### src/rtl/cprv_mem_arbiter.sv
// cprv_mem_arbiter: shares one memory port between the instruction-fetch (IF)
// and data-memory (DM) requesters. One transaction is in flight at a time;
// grants rotate round-robin when both sides request in the same cycle, and
// the registered memory response is returned only to the owning requester.
module cprv_mem_arbiter #(
    parameter int DATA_WIDTH = 64,
    parameter int ADDR_WIDTH = 64
) (
    input  logic                  clk,
    input  logic                  rst_n,
    // IF requester
    input  logic                  valid_if_i,
    output logic                  ready_if_o,
    input  logic [ADDR_WIDTH-1:0] addr_if_i,
    output logic                  valid_if_o,
    input  logic                  ready_if_i,
    output logic [DATA_WIDTH-1:0] rdata_if_o,
    // DM requester
    input  logic                  valid_dm_i,
    output logic                  ready_dm_o,
    input  logic [ADDR_WIDTH-1:0] addr_dm_i,
    input  logic [DATA_WIDTH-1:0] wdata_dm_i,
    input  logic                  w_en_dm_i,
    output logic                  valid_dm_o,
    input  logic                  ready_dm_i,
    output logic [DATA_WIDTH-1:0] rdata_dm_o,
    // memory port
    output logic                  valid_mem_o,
    input  logic                  ready_mem_i,
    output logic [ADDR_WIDTH-1:0] addr_mem_o,
    output logic [DATA_WIDTH-1:0] wdata_mem_o,
    output logic                  w_en_mem_o,
    input  logic                  valid_mem_i,
    output logic                  ready_mem_o,
    input  logic [DATA_WIDTH-1:0] rdata_mem_i
);

    typedef enum logic [1:0] {
        IDLE    = 2'd0,
        REQ     = 2'd1,
        RESP    = 2'd2,
        DELIVER = 2'd3
    } state_t;

    // Requester identity used for owner and last_grant.
    localparam logic OWN_IF = 1'b0;
    localparam logic OWN_DM = 1'b1;

    state_t                state_q, state_d;
    logic                  owner_q, owner_d;
    logic                  last_grant_q, last_grant_d;
    logic [ADDR_WIDTH-1:0] addr_q, addr_d;
    logic [DATA_WIDTH-1:0] wdata_q, wdata_d;
    logic                  w_en_q, w_en_d;
    logic [DATA_WIDTH-1:0] rdata_if_q, rdata_if_d;
    logic [DATA_WIDTH-1:0] rdata_dm_q, rdata_dm_d;

    logic grant_if;
    logic grant_dm;
    logic owner_ready;

    // Round-robin grant: a lone requester wins, a tie goes to whoever was not served last.
    always_comb begin
        grant_if = valid_if_i & (~valid_dm_i | (last_grant_q == OWN_DM));
        grant_dm = valid_dm_i & (~valid_if_i | (last_grant_q == OWN_IF));
    end

    // Next-state logic and handshake outputs of the transaction FSM.
    always_comb begin
        state_d      = state_q;
        owner_d      = owner_q;
        last_grant_d = last_grant_q;
        addr_d       = addr_q;
        wdata_d      = wdata_q;
        w_en_d       = w_en_q;
        rdata_if_d   = rdata_if_q;
        rdata_dm_d   = rdata_dm_q;
        ready_if_o   = 1'b0;
        ready_dm_o   = 1'b0;
        valid_mem_o  = 1'b0;
        ready_mem_o  = 1'b0;
        valid_if_o   = 1'b0;
        valid_dm_o   = 1'b0;
        owner_ready  = (owner_q == OWN_IF) ? ready_if_i : ready_dm_i;

        unique case (state_q)
            IDLE: begin
                ready_if_o = grant_if;
                ready_dm_o = grant_dm;
                if (grant_if) begin
                    // Fetches are always reads with zero store data.
                    addr_d       = addr_if_i;
                    wdata_d      = '0;
                    w_en_d       = 1'b0;
                    owner_d      = OWN_IF;
                    last_grant_d = OWN_IF;
                    state_d      = REQ;
                end else if (grant_dm) begin
                    addr_d       = addr_dm_i;
                    wdata_d      = wdata_dm_i;
                    w_en_d       = w_en_dm_i;
                    owner_d      = OWN_DM;
                    last_grant_d = OWN_DM;
                    state_d      = REQ;
                end
            end
            REQ: begin
                valid_mem_o = 1'b1;
                if (ready_mem_i) begin
                    state_d = RESP;
                end
            end
            RESP: begin
                ready_mem_o = 1'b1;
                if (valid_mem_i) begin
                    if (owner_q == OWN_IF) begin
                        rdata_if_d = rdata_mem_i;
                    end else begin
                        rdata_dm_d = rdata_mem_i;
                    end
                    state_d = DELIVER;
                end
            end
            DELIVER: begin
                valid_if_o = (owner_q == OWN_IF);
                valid_dm_o = (owner_q == OWN_DM);
                if (owner_ready) begin
                    state_d = IDLE;
                end
            end
            default: state_d = IDLE;
        endcase
    end

    // State and datapath registers; reset leaves IF as the first winner of a tie.
    always_ff @(posedge clk or negedge rst_n) begin
        if (!rst_n) begin
            state_q      <= IDLE;
            owner_q      <= OWN_IF;
            last_grant_q <= OWN_DM;
            addr_q       <= '0;
            wdata_q      <= '0;
            w_en_q       <= 1'b0;
            rdata_if_q   <= '0;
            rdata_dm_q   <= '0;
        end else begin
            state_q      <= state_d;
            owner_q      <= owner_d;
            last_grant_q <= last_grant_d;
            addr_q       <= addr_d;
            wdata_q      <= wdata_d;
            w_en_q       <= w_en_d;
            rdata_if_q   <= rdata_if_d;
            rdata_dm_q   <= rdata_dm_d;
        end
    end

    // Memory request fields and response data come straight from registers.
    always_comb begin
        addr_mem_o  = addr_q;
        wdata_mem_o = wdata_q;
        w_en_mem_o  = w_en_q;
        rdata_if_o  = rdata_if_q;
        rdata_dm_o  = rdata_dm_q;
    end

endmodule

### config.mk
export PLATFORM = sky130hd
export DESIGN_NAME = cprv_mem_arbiter
export DESIGN_NICKNAME = d
export VERILOG_FILES = /design/src/rtl/cprv_mem_arbiter.sv
export SDC_FILE = /design/constraint.sdc
export NUM_CORES = 1
export LEC_CHECK = 0
export CORE_AREA = 4 4 202 204
export CTS_CLUSTER_DIAMETER = 80
export DETAILED_ROUTE_END_ITERATION = 8
export DIE_AREA = 0 0 206 208
export PLACE_DENSITY = 0.63
export SYNTH_ARGS = -nofsm -noshare
export SYNTH_HDL_FRONTEND = slang
export SYNTH_SLANG_ARGS = --single-unit
### constraint.sdc
create_clock -name clk -period 2.2 [get_ports clk]
set_clock_uncertainty 0.1 [all_clocks]
set_input_delay 0.44 -clock clk [delete_from_list [all_inputs] [get_ports clk]]
set_output_delay 0.44 -clock clk [all_outputs]
set_load 0.01 [all_outputs]
==> flow_summary.yaml <==
power_and_ir_drop:
  powerDensity_mw_per_mm2: 1420
  power_w: 0.0248
  ir_drop_uv: 547
  leakagePower_nw: 7.63
clock_tree:
  max-clock-path-buffers: 3
  numCtsBuffers: 28
  path_clk_slew_ns: 0.06
  root_buffer: "clkbuf_16"
  insertion_delay_ns: 0.54
  htreeDepth: 1
  cts_tree: "yes"
  clock_sinks: 261
critical_path:
  r2r_setup_slack_ns: 0.33
  critPathArrivalTime_ns: 1.64
  required_ns: 1.66
  reg2reg_depth: 8
  worstPathMaxFanout: 2
  critPathCaptureType: "primary output"
  crit_type: "reg -> out"
  r2r_start: "state_q[1]$_DFFE_PN0P_"
  r2r_end: "wdata_mem_o[37]$_DFFE_PN0P_"
  critPathLaunchType: "flop"
die:
  ios: 528
  die_h_um: 208
  die-area_mm2: 0.0428
  coreArea_mm2: 0.0393
  initial_utilization: 0.260
  rows: 73
  die_w_um: 206
sta:
  final_max_slew_viol_count: 0
  tightest_slew_ns: 0.494
  period_needed_ns: 2.18
  holdWs_ns: 0.342
  fmax_ghz: 0.459
  period_share: 0.990
  rsz0062_at_grt: "true"
  finalSetupViolCount: 0
  tns_ns: 0
  slew_headroom: 0.671
  finalHoldViolations: 0
synthesis:
  yosysSeqAreaShare: 0.639
  yosysTopAreaCell: "dfrtp_1"
  ys_seq_elements: 261
  syn_inst: 725
  yosysTopAreaCellShare: 0.637
  ys_warn_count: 0
  synth_fp_nets: 995
  synth.distinct_cells: 24
  syn_area_per_cell_um2: 14.1
  synth_area_leaders: "dfrtp_1, mux2_2, mux2i_1"
  syn_area_mm2: 0.0102
detailed_routing:
  num_vias: 7976
  drt_wl_total_um: 34200
  wl_per_cell_um: 18.8
  drc: 0
  drt_iter0_markers: 271
  postRouteAntennaNets: 0
  vias_per_cell: 4.38
  drt-pass1-iter-count: 7
placed_design:
  portBuffers: 527
  dp_cells: 1773
  place_area_mm2: 0.0165
  place_hpwl_um: 26200
  gp_congestion: 0.792
layout:
  seq_area_mm2: 0.00653
  drive_gt1_frac: 0.180
  antennaDiodeCount: 0
  layout.cells.non_filler: 1822
  finish.instance_area_mm2: 0.0174
  n_fill_cell: 3665
  area_growth_pct: 70.2
  multiInputGateArea_mm2: 0.00348
  nNetsFinal: 1550
global_route:
  grt_max_degree: 66
  grt_pass1_vias: 8375
  grt_pass1_wl_um: 50900
  grt.total_usage: 0.150
  grt_overflow_total: 0
  antenna_found_initial: 0
run_status:
  outcome: "finished, final reports clean"
job:
  maxCapViolations: 0
hold_path:
  hold_class: "in -> async"
## critical path, cell delays in order, from the launching register on
cell	delay (ns)
dfrtp_1	0.39
inv_2	0.09
ha_4	0.18
inv_4	0.05
a211oi_4	0.21
buf_2	0.18
## layer usage
metal  wire (um)  GRT usage
met3        3040     0.0418
met5           0          0
met4         868     0.0431
met1       13900      0.187
met2       16400      0.255
## registers in the layout (all words and copies together) (netlist names)
name / cells
rdata_if_o: 64
w_en_mem_o: 1
state_q: 2
rdata_dm_o: 64
last_grant_q: 1
addr_mem_o: 64
owner_q: 1
wdata_mem_o: 64
## cells in the mapped netlist
library cell  number
dfrtp_1          260
mux2_2           129
a22o_1            65
mux2i_1           65
nand2_1           65
o21ai_1           43
buf_2             30
o21ai_0           24
clkbuf_1          10
inv_1              6
ha_1               5
buf_4              4
buf_6              4
nor2_1             3
inv_2              2
nand2b_1           2
a211oi_2           1
a21oi_1            1
a222oi_1           1
a31oi_1            1
dfstp_2            1
nand3_1            1
nand3b_1           1
o221ai_1           1
## metrics by stage
stage	worst slack, ns	util
floorplan	0.415	-
global placement	-0.199	0.420
detailed placement	-0.200	0.420
CTS	-0.0520	0.443
global route	-0.0817	0.443
finish	0.0229	0.443
## placed cells by master, fill, tap and decap left out
| cell type | n |
|---|---|
| clkdlybuf4s50_1 | 520 |
| dfrtp_1 | 260 |
| mux2_2 | 129 |
| mux2i_1 | 65 |
| a22o_1 | 65 |
| nand2_1 | 64 |
| o21ai_1 | 41 |
| clkbuf_16 | 29 |
| buf_4 | 28 |
| o21ai_0 | 24 |
| buf_12 | 17 |
| clkbuf_1 | 10 |
| inv_2 | 4 |
| clkinv_2 | 4 |
| buf_2 | 4 |
| inv_1 | 3 |
| ha_4 | 3 |
| nand2b_1 | 2 |
| o21ai_4 | 2 |
| nor2_1 | 2 |
| bufinv_16 | 2 |
| clkdlybuf4s15_2 | 2 |
| nand2_2 | 1 |
| inv_4 | 1 |
| a211oi_4 | 1 |
| nor2_2 | 1 |
| nand3b_1 | 1 |
| a222oi_1 | 1 |
| o221ai_1 | 1 |
| nand3_4 | 1 |
| a21oi_1 | 1 |
| a31oi_1 | 1 |
| ha_1 | 1 |
| ha_2 | 1 |
| clkbuf_8 | 1 |
| inv_6 | 1 |
| dlygate4sd3_1 | 1 |
| buf_8 | 1 |
| dfstp_2 | 1 |
## area by class of cell
| class | instances | share of cell area |
|---|---|---|
| timing repair buffer | 573 | 0.335 |
| clock buffer | 40 | 0.0447 |
| clock inverter | 7 | 0.00511 |
| tap | 525 | 0.0378 |
| sequential | 261 | 0.376 |
| multi-input combinational | 408 | 0.200 |
| inverter | 8 | 0.00187 |
## cells by family after synthesis
kind of cell | count (synthesis) | share of synthesized area
mux | 194 | 0.206
flops | 261 | 0.639
fa+ha+maj | 5 | 0.00612
buf+inv | 56 | 0.0287
simple gates | 72 | 0.0274
compound gates | 137 | 0.0927
## worst max-delay path by stage
stage                                       from    endpoint  slack (ns)  depth (start not counted)
after floorplan           state_q[0]$_DFFE_PN0P_  ready_dm_o        0.42                          5
after global placement                valid_dm_i  ready_dm_o       -0.20                          4
after detailed placement              valid_dm_i  ready_dm_o       -0.20                          4
after CTS                 state_q[1]$_DFFE_PN0P_  ready_dm_o       -0.05                          5
after global routing      state_q[1]$_DFFE_PN0P_  ready_dm_o       -0.08                          5
final                     state_q[1]$_DFFE_PN0P_  ready_dm_o        0.02                          5
## where the power goes
group,switching [W],internal (W)
clock network,0.00187,0.00267
registers,0.00135,0.00724
logic,0.00466,0.00696
total,0.00788,0.0169
## repair_timing
action	4_1_cts	5_1_grt
endpoints found under the hold margin	45	0
pin swaps	2	1
endpoints found under the setup margin	6	3
resized for setup	32	3
hold buffers	1	0
buffers inserted	1	0
(Power assumes the default switching activity.)
